$ cat src/rtl/dcache_ctrl_if.sv
// Memory-stage data cache bus: CPU request/response side plus the
// line-wide single-outstanding main-memory handshake.
interface dcache_ctrl_if;
  logic         req_valid;
  logic         req_we;
  logic         req_byte;
  logic [31:0]  addr;
  logic [31:0]  wdata;
  logic [31:0]  rdata;
  logic         dhit;
  logic         mem_req;
  logic         mem_we;
  logic [31:0]  mem_addr;
  logic [127:0] mem_wdata;
  logic [127:0] mem_rdata;
  logic         mem_ack;

  modport slave (
    input  req_valid,
    input  req_we,
    input  req_byte,
    input  addr,
    input  wdata,
    input  mem_rdata,
    input  mem_ack,
    output rdata,
    output dhit,
    output mem_req,
    output mem_we,
    output mem_addr,
    output mem_wdata
  );

  modport master (
    output req_valid,
    output req_we,
    output req_byte,
    output addr,
    output wdata,
    output mem_rdata,
    output mem_ack,
    input  rdata,
    input  dhit,
    input  mem_req,
    input  mem_we,
    input  mem_addr,
    input  mem_wdata
  );
endinterface

$ cat src/rtl/dcache_ctrl.sv
// Direct-mapped write-back write-allocate data cache, 16-byte lines,
// stalls the pipeline through dhit while a line is written back or refilled.
module dcache_ctrl #(
  parameter int LINES = 4
) (
  input  logic         clk,
  input  logic         reset,
  dcache_ctrl_if.slave bus
);
  localparam int IW = $clog2(LINES);
  localparam int TW = 28 - IW;

  typedef enum logic [1:0] {
    IDLE,
    WRITEBACK,
    REFILL
  } state_e;

  state_e state_q, state_d;

  logic [LINES-1:0] valid_q;
  logic [LINES-1:0] dirty_q;
  logic [TW-1:0]    tag_q  [LINES];
  logic [127:0]     data_q [LINES];

  logic [IW-1:0] miss_idx_q, miss_idx_d;
  logic [TW-1:0] wb_tag_q, wb_tag_d;
  logic [TW-1:0] rf_tag_q, rf_tag_d;

  logic [IW-1:0] idx;
  logic [TW-1:0] tag;
  logic [1:0]    wsel;
  logic          hit;

  logic [31:0] cur_word;
  logic [31:0] st_word;
  logic [31:0] lane_mask;
  logic [31:0] lane_data;
  logic [4:0]  shamt;

  logic          hit_store;
  logic          refill_done;
  logic          mem_req_c;
  logic          mem_we_c;
  logic [31:0]   mem_addr_c;
  logic [127:0]  mem_wdata_c;

  assign idx  = bus.addr[4 +: IW];
  assign tag  = bus.addr[31 -: TW];
  assign wsel = bus.addr[3:2];
  assign hit  = valid_q[idx] && (tag_q[idx] == tag);

  assign cur_word = data_q[idx][{wsel, 5'd0} +: 32];

  // Big-endian lanes: byte offset 0 lands in bits [31:24].
  assign shamt     = {~bus.addr[1:0], 3'b000};
  assign lane_mask = 32'h0000_00FF << shamt;
  assign lane_data = {24'd0, bus.wdata[7:0]} << shamt;
  assign st_word   = bus.req_byte
                   ? ((cur_word & ~lane_mask) | lane_data)
                   : bus.wdata;

  always_comb begin
    state_d     = state_q;
    miss_idx_d  = miss_idx_q;
    wb_tag_d    = wb_tag_q;
    rf_tag_d    = rf_tag_q;
    hit_store   = 1'b0;
    refill_done = 1'b0;
    mem_req_c   = 1'b0;
    mem_we_c    = 1'b0;
    mem_addr_c  = '0;
    mem_wdata_c = '0;
    unique case (state_q)
      IDLE: begin
        if (bus.req_valid) begin
          if (hit) begin
            hit_store = bus.req_we;
          end else begin
            miss_idx_d = idx;
            wb_tag_d   = tag_q[idx];
            rf_tag_d   = tag;
            state_d    = (valid_q[idx] && dirty_q[idx])
                       ? WRITEBACK : REFILL;
          end
        end
      end
      WRITEBACK: begin
        mem_req_c   = 1'b1;
        mem_we_c    = 1'b1;
        mem_addr_c  = {wb_tag_q, miss_idx_q, 4'b0000};
        mem_wdata_c = data_q[miss_idx_q];
        if (bus.mem_ack) begin
          state_d = REFILL;
        end
      end
      REFILL: begin
        mem_req_c  = 1'b1;
        mem_addr_c = {rf_tag_q, miss_idx_q, 4'b0000};
        if (bus.mem_ack) begin
          refill_done = 1'b1;
          state_d     = IDLE;
        end
      end
      default: begin
        state_d = IDLE;
      end
    endcase
  end

  always_ff @(posedge clk) begin
    if (reset) begin
      state_q    <= IDLE;
      valid_q    <= '0;
      dirty_q    <= '0;
      miss_idx_q <= '0;
      wb_tag_q   <= '0;
      rf_tag_q   <= '0;
    end else begin
      state_q    <= state_d;
      miss_idx_q <= miss_idx_d;
      wb_tag_q   <= wb_tag_d;
      rf_tag_q   <= rf_tag_d;
      if (hit_store) begin
        dirty_q[idx] <= 1'b1;
      end
      if (refill_done) begin
        valid_q[miss_idx_q] <= 1'b1;
        dirty_q[miss_idx_q] <= 1'b0;
      end
    end
  end

  // Arrays carry no reset; a reset still blocks any pending install.
  always_ff @(posedge clk) begin
    if (!reset) begin
      if (hit_store) begin
        data_q[idx][{wsel, 5'd0} +: 32] <= st_word;
      end
      if (refill_done) begin
        data_q[miss_idx_q] <= bus.mem_rdata;
        tag_q[miss_idx_q]  <= rf_tag_q;
      end
    end
  end

  assign bus.rdata     = cur_word;
  assign bus.dhit      = !bus.req_valid || ((state_q == IDLE) && hit);
  assign bus.mem_req   = mem_req_c;
  assign bus.mem_we    = mem_we_c;
  assign bus.mem_addr  = mem_addr_c;
  assign bus.mem_wdata = mem_wdata_c;
endmodule

$ cat src/flat_wrapper.sv
// flat-port wrapper written by rule: the top's interface ports become plain ports
module dcache_ctrl_flat 
#(
  parameter int LINES = 4
)
  (clk, reset, bus_req_valid, bus_req_we, bus_req_byte, bus_addr, bus_wdata, bus_mem_rdata, bus_mem_ack, bus_rdata, bus_dhit, bus_mem_req, bus_mem_we, bus_mem_addr, bus_mem_wdata);
  dcache_ctrl_if bus_i ();
  input  logic clk;
  input  logic reset;
  input wire logic [$bits(bus_i.req_valid)-1:0] bus_req_valid;
  input wire logic [$bits(bus_i.req_we)-1:0] bus_req_we;
  input wire logic [$bits(bus_i.req_byte)-1:0] bus_req_byte;
  input wire logic [$bits(bus_i.addr)-1:0] bus_addr;
  input wire logic [$bits(bus_i.wdata)-1:0] bus_wdata;
  input wire logic [$bits(bus_i.mem_rdata)-1:0] bus_mem_rdata;
  input wire logic [$bits(bus_i.mem_ack)-1:0] bus_mem_ack;
  output wire logic [$bits(bus_i.rdata)-1:0] bus_rdata;
  output wire logic [$bits(bus_i.dhit)-1:0] bus_dhit;
  output wire logic [$bits(bus_i.mem_req)-1:0] bus_mem_req;
  output wire logic [$bits(bus_i.mem_we)-1:0] bus_mem_we;
  output wire logic [$bits(bus_i.mem_addr)-1:0] bus_mem_addr;
  output wire logic [$bits(bus_i.mem_wdata)-1:0] bus_mem_wdata;
  assign bus_i.req_valid = bus_req_valid;
  assign bus_i.req_we = bus_req_we;
  assign bus_i.req_byte = bus_req_byte;
  assign bus_i.addr = bus_addr;
  assign bus_i.wdata = bus_wdata;
  assign bus_i.mem_rdata = bus_mem_rdata;
  assign bus_i.mem_ack = bus_mem_ack;
  assign bus_rdata = bus_i.rdata;
  assign bus_dhit = bus_i.dhit;
  assign bus_mem_req = bus_i.mem_req;
  assign bus_mem_we = bus_i.mem_we;
  assign bus_mem_addr = bus_i.mem_addr;
  assign bus_mem_wdata = bus_i.mem_wdata;
  dcache_ctrl #(.LINES(LINES)) u_core (.clk(clk), .reset(reset), .bus(bus_i));
endmodule
$ cat config.mk
export PLATFORM = sky130hd
export DESIGN_NAME = dcache_ctrl_flat
export DESIGN_NICKNAME = d
export VERILOG_FILES = /design/src/rtl/dcache_ctrl_if.sv /design/src/rtl/dcache_ctrl.sv /design/src/flat_wrapper.sv
export SDC_FILE = /design/constraint.sdc
export NUM_CORES = 1
export LEC_CHECK = 0
export CAP_MARGIN = 20
export CELL_PAD_IN_SITES_DETAIL_PLACEMENT = 2
export CELL_PAD_IN_SITES_GLOBAL_PLACEMENT = 2
export CORE_UTILIZATION = 37
export DETAILED_ROUTE_END_ITERATION = 7
export PLACE_DENSITY_LB_ADDON = 0.1
export SKIP_CTS_REPAIR_TIMING = 1
export SLEW_MARGIN = 10
export SYNTH_ARGS = -nofsm -noshare
export SYNTH_HDL_FRONTEND = slang
export SYNTH_SLANG_ARGS = --single-unit
$ cat constraint.sdc
create_clock -name clk -period 5.4 [get_ports clk]
set_input_delay 0.54 -clock clk [delete_from_list [all_inputs] [get_ports clk]]
set_output_delay 0.54 -clock clk [all_outputs]
set_load 0.05 [all_outputs]
---- Word-level counts from Yosys, hierarchy flattened ----
Memory sizes are Yosys's and may differ from the RTL's. A register that Yosys moved wholly into a read port is not among the register bits.
Index checks and enable logic that the tools add are counted.
word-level totals
  flip-flop bits (word level) ............. 64
  bits in latches ......................... 0
  RAM bits ................................ 616
  ROM bits ................................ 0
  input port bits ......................... 198
  output and inout port bits .............. 195
  word-level logic and storage cells ...... 84
  memories kept ........................... 2
memories
  name           words  bits a word  rd ports  clocked after Yosys merged registers in  wr ports  RTL line           RTL
  u_core.data_q  4      128          2         1                                        1         dcache_ctrl.sv:24  logic [127:0] data_q [LINES];
  u_core.tag_q   4      26           1         0                                        1         dcache_ctrl.sv:23  logic [TW-1:0] tag_q [LINES];
cells by class
  add/subtract/negate cells ............... 1
  $mul .................................... 0
  divide/modulo/power cells ............... 0
  $lt $le $gt $ge ......................... 4
  equality and inequality tests ........... 7
  shifts and indexed selects .............. 5
  mux-type cells .......................... 38
  bitwise gates (word level) .............. 9
  reductions and logical operators ........ 12
operator list
  operator                    number
  $mux W128                   4
  $reduce_or A128 Y1          1
  $shift A32 B9 Y128 const A  1
  $shiftx A128 B8 Y32         1
  $shiftx A32 B9 Y128         1
  $pmux W32 S2                1
  $and A32 B32 Y32            1
  $mux W32                    1
  $not A32 Y32                1
  $or A32 B32 Y32             1
  $shl A8 B5 Y32              1
  $shl A8 B5 Y32 const A      1
  $eq A26 B26 Y1              1
  $mux W1                     16
  $mux W2                     8
  $mux W4                     3
  $neg A7 Y9                  1
  $ne A2 B2 Y1 const B        4
  $or A4 B4 Y4                2
  $lt A2 B3 Y1 const B        2
  $pmux W2 S3                 1
  $logic_and A1 B1 Y1         5
  $and A4 B4 Y4               1
  $bmux W1 S2                 2
  other kinds (13)            15

---- Depth between registers and ports, before layout ----
  word-level depth ........................ 10
  gate-level depth with buffers ........... 13
  mapped depth without buffers ............ 7

---- Worst setup path before layout ----
OpenSTA, ideal clock, no wires.
  kind .................................... input -> register
  start point ............................. input bus_addr[4]
  end point ............................... memory u_core.data_q[0][0] (enable)
  library setup time ...................... 0.466 ns
  arrival ................................. 4.717 ns
  required time ........................... 4.934 ns
  setup slack ............................. 0.218 ns
  cell stages on the path ................. 9
  buffers on the path ..................... 3
  path through ............................ buf_6 > buf_8 > buf_12 > mux4_2 > xnor2_1 > o2111ai_1 > nor4_4 > nand3_1 > o21ai_0
on the way
  cells in the longest elaborated chain, start to end .. 10
  elaborated cells on any way between the ends .. 13
  classes of those cells .................. 1 x eq/ne; 10 x mux; 1 x reduce/logical; 1 x memory
ends and longest elaborated chain
  what                                           RTL line            RTL
  from (decl)                                    flat_wrapper.sv:13  input wire logic [$bits(bus_i.addr)-1:0] bus_addr;
  $mem_v2 Z4 W26 or $bmux W1 S2 (tied branches)  n/a
  $eq A26 B26 Y1 or $mux W1 (tied branches)      dcache_ctrl.sv:51   assign hit = valid_q[idx] && (tag_q[idx] == tag);
  $logic_and A1 B1 Y1                            dcache_ctrl.sv:51
  $mux W1                                        dcache_ctrl.sv:77   if (hit) begin
  $mux W1                                        dcache_ctrl.sv:76   if (bus.req_valid) begin
  $mux W1                                        dcache_ctrl.sv:74   unique case (state_q)
  $mux W1                                        dcache_ctrl.sv:137  if (hit_store) begin
  $mux W1                                        dcache_ctrl.sv:136  if (!reset) begin
  $mux W128 (implied by the code)                dcache_ctrl.sv:138  data_q[idx][{wsel, 5'd0} +: 32] <= st_word;
  $mux W128 (no line)                            n/a
  to (decl)                                      dcache_ctrl.sv:24
Parallel ways exist; a longest one is shown, timed or not. The select of a mux whose other input is x is not followed.

---- Final worst setup path ----
  start point ............................. input bus_addr[4]
  end point ............................... output bus_dhit
on the way
  cells in the longest elaborated chain, start to end .. 5
  elaborated cells on any way between the ends .. 7
  classes of those cells .................. 1 x eq/ne; 2 x mux; 3 x reduce/logical; 1 x memory
ends and longest elaborated chain
  what                                           RTL line            RTL
  $mem_v2 Z4 W26 or $bmux W1 S2 (tied branches)  n/a
  $eq A26 B26 Y1 or $mux W1 (tied branches)      dcache_ctrl.sv:51
  $logic_and A1 B1 Y1 *                          dcache_ctrl.sv:51
  $logic_and A1 B1 Y1 *                          dcache_ctrl.sv:148  assign bus.dhit = !bus.req_valid || ((state_q == IDLE) && hit);
  $logic_or A1 B1 Y1 *                           dcache_ctrl.sv:148
  to (decl)                                      flat_wrapper.sv:18  output wire logic [$bits(bus_i.dhit)-1:0] bus_dhit;
Mark *: on every way between the ends. The rest lies on a longest branch, timed or not. The select of a mux whose other input is x is not followed.

==> impl_metrics.toml <==
[run_status]
status = "complete, no violations"

[global_route]
grt_pass1_wl_mm = 169
overflow = 0
grt_pass1_vias = 23300
antenna_found_initial = 13
grt_usage = 0.264
grt_max_degree = 111

[placed_design]
placed_area_mm2 = 0.0383
portBuffers = 388
place_inst = 3480
dp_hpwl_mm = 78.3
gp_congestion = 0.807

[clocking]
numCtsBuffers = 78
clk_pin_slew_worst_paths_ns = 0.05
cts_buffer_depth = 3
clock_latency_ns = 0.62
cts-root-buf = "clkbuf_16"
cts.sinks = 682
cts_tree = "built"
cts-htree-levels = 3

[power]
seqPwrFrac = 0.474
switchingPower_uw = 3120
p_leak_uw = 0.0131
combPwrFrac = 0.123
intPower_uw = 9490
clock_power_share = 0.404
p_sw_frac = 0.247
peakVddDrop_mv = 0.221
power_density_mw_per_mm2 = 309

[floorplanning]
die_y_um = 300
coreArea_mm2 = 0.0873
start_util = 0.376
io_pins = 393
rows = 108
fp.dieW_um = 300
dieArea_mm2 = 0.0899

[detailed_routing]
first_pass_iters = 5
num_vias = 21000
ant_nets = 0
wl_mm = 118
viasPerCell = 5.79
drt_iter0_drc = 1990
drc = 0
avgRoutedWirePerCell_um = 32.6

[timing]
final.setup.tns_ns = 0
max_slew_margin = 0.252
setup_viol = 0
worstMarginPinSlew_ns = 1.12
rsz0062_at_grt = "false"
fin_crit_sh = 0.895
skew_ns = 0.0283
hold_viol = 0
min_period_ns = 4.83
fmax_mhz = 207
drv_slew = 0

[yosys]
ys_seq_elements = 682
yosysTopAreaCellShare = 0.563
synth-xor-area-share = 0.00507
synth_largest_area_cell = "edfxtp_1"
avgSynthCellArea_um2 = 16.2
synth_mux_area_frac = 0.242
ys_warn_count = 0
synth-edff-count = 616
synth_area_leaders = "edfxtp_1 56%, mux4_2 21%, dfxtp_1 4.0%, mux2i_1 3.0%, o21ai_0 2.7%"
synthSimpleGateAreaFrac = 0.0814
syn_area_mm2 = 0.0328
async_flop_share = 0
synth-seq-area-share = 0.604
ys.flop_type = "edfxtp_1"
ys_types = 61
synth-compound-area-share = 0.0428
synthAdderAreaFrac = 0.00267
syn_inst = 2033
synth_top_family_by_area = "multiplexers"

[cells_and_area]
final_cell_mix = "616 x edfxtp_1, 383 x clkdlybuf4s50_1, 303 x mux4_2"
areaGrowthSynthToFinish_pct = 24.2
final_layout_size_suffix_gt1_frac = 0.206
final_util = 0.467
stdcell_area_mm2 = 0.0408
mostFrequentLayoutCell = "edfxtp_1"
final_cells = 3628
fillCellCount = 8151
final_nets = 2611

[setup_path]
cp.required_ns = 4.86
crit_path_end_kind = "output pin"
slowest_delay_ns = 0.92
path_max_fanout = 42
crit_path_cell_trace = "buf_8 -> mux4_1 -> xnor2_1 -> o211ai_1 -> or4_4 -> nor4_4 -> nand2_1 -> o21ai_0 -> clkdlybuf4s50_1"
critPathLaunchType = "input pin"
crit_arrival_ns = 4.29
crit_path_top_delay_cell = "clkdlybuf4s50_1"
path_class = "input pin to output pin"

[min_path]
hp-class = "flip-flop to flip-flop"

[run]
cap_violations = 0
[sequential cells by signal (all words and copies together) (netlist names), named ones only]
signal / flops
u_core.rf_tag_q: 26
u_core.tag_q: 104
u_core.wb_tag_q: 26
u_core.dirty_q: 4
u_core.miss_idx_q: 2
u_core.state_q: 2
u_core.data_q: 512
u_core.valid_q: 4
[cell usage after synthesis, drive strengths merged (2+ instances only)]
cell type and instances:
nor2 17, nand4 4, mux2 5, and2 129
a22oi 29, nor3b 5, edfxtp 616, nand2b 104
a21boi 2, a21oi 10, mux4 307, xor2 4
buf 53, a211oi 3, o2111ai 2, nand2 166
clkbuf 103, and3 2, dfxtp 66, ha 7
nor2b 34, o21ai 182, nor3 4, inv 16
xnor2 15, a211o 6, o22a 2, nand3 17
nor4 2, o221ai 2, or4 4, mux2i 97
nand3b 4
[stage by stage]
stage	total power [uW]	worst slack, ns	hold slack, ns
after floorplan	6940	0.218	0.421
after global placement	7600	0.571	0.441
after detailed placement	7640	0.572	0.454
after CTS	12700	0.568	0.473
after global routing	13000	0.434	0.492
final	12600	0.568	0.476
[cell type report]
cell class	count	area, um^2	area share
Antenna cell	5	12.5	0.000307
Clock buffer	109	2180	0.0535
Clock inverter	33	249	0.00610
Inverter	16	60.1	0.00147
Multi-Input combinational cell	1182	12500	0.307
Sequential cell	682	19800	0.486
Tap cell	1155	1450	0.0354
Timing Repair Buffer	446	4490	0.110
[critical path: cells and delay by family]
kind | cells | cell delay (ns)
muxes | 1 | 0.66
buffers and inverters | 2 | 1.30
xor gates and xnor gates | 1 | 0.27
AOI/OAI and AO/OA | 2 | 0.64
and+or+nand+nor | 3 | 0.86
[logic make-up after synthesis]
| family | after synthesis |
|---|---|
| adders and majority gates | 7 |
| muxes | 409 |
| and+or+nand+nor | 496 |
| buffers and inverters | 172 |
| AOI/OAI and AO/OA | 247 |
| xor gates and xnor gates | 19 |
| DFF | 682 |
| other | 1 |
[per-layer routing]
layer | track usage | share of wire
met5 | 0 | 0.00019
met1 | 0.352 | 0.41
met3 | 0.0514 | 0.072
met2 | 0.448 | 0.50
met4 | 0.0525 | 0.017
[power by group through the flow]
stage	combinational (uW)	clock, uW	sequential [uW]
2_1_floorplan	911	0	6030
3_3_place_gp	1530	0	6070
3_5_place_dp	1560	0	6080
4_1_cts	1570	5200	5970
5_1_grt	1630	5380	5980
6_report	1550	5090	5970
[worst paths after layout]
path                                   from                             end  slack (ns)  depth (start not counted)
min reg2reg  u_core.valid_q[2]$_SDFFE_PP0P_  u_core.valid_q[2]$_SDFFE_PP0P_        0.48                          2
min          u_core.valid_q[2]$_SDFFE_PP0P_  u_core.valid_q[2]$_SDFFE_PP0P_        0.48                          2
max                             bus_addr[4]                        bus_dhit        0.57                          9
max reg2reg    u_core.tag_q[1][5]$_DFFE_PP_  u_core.data_q[3][79]$_DFFE_PP_        1.38                          8
Note: power is estimated with default switching activity, not from simulation.
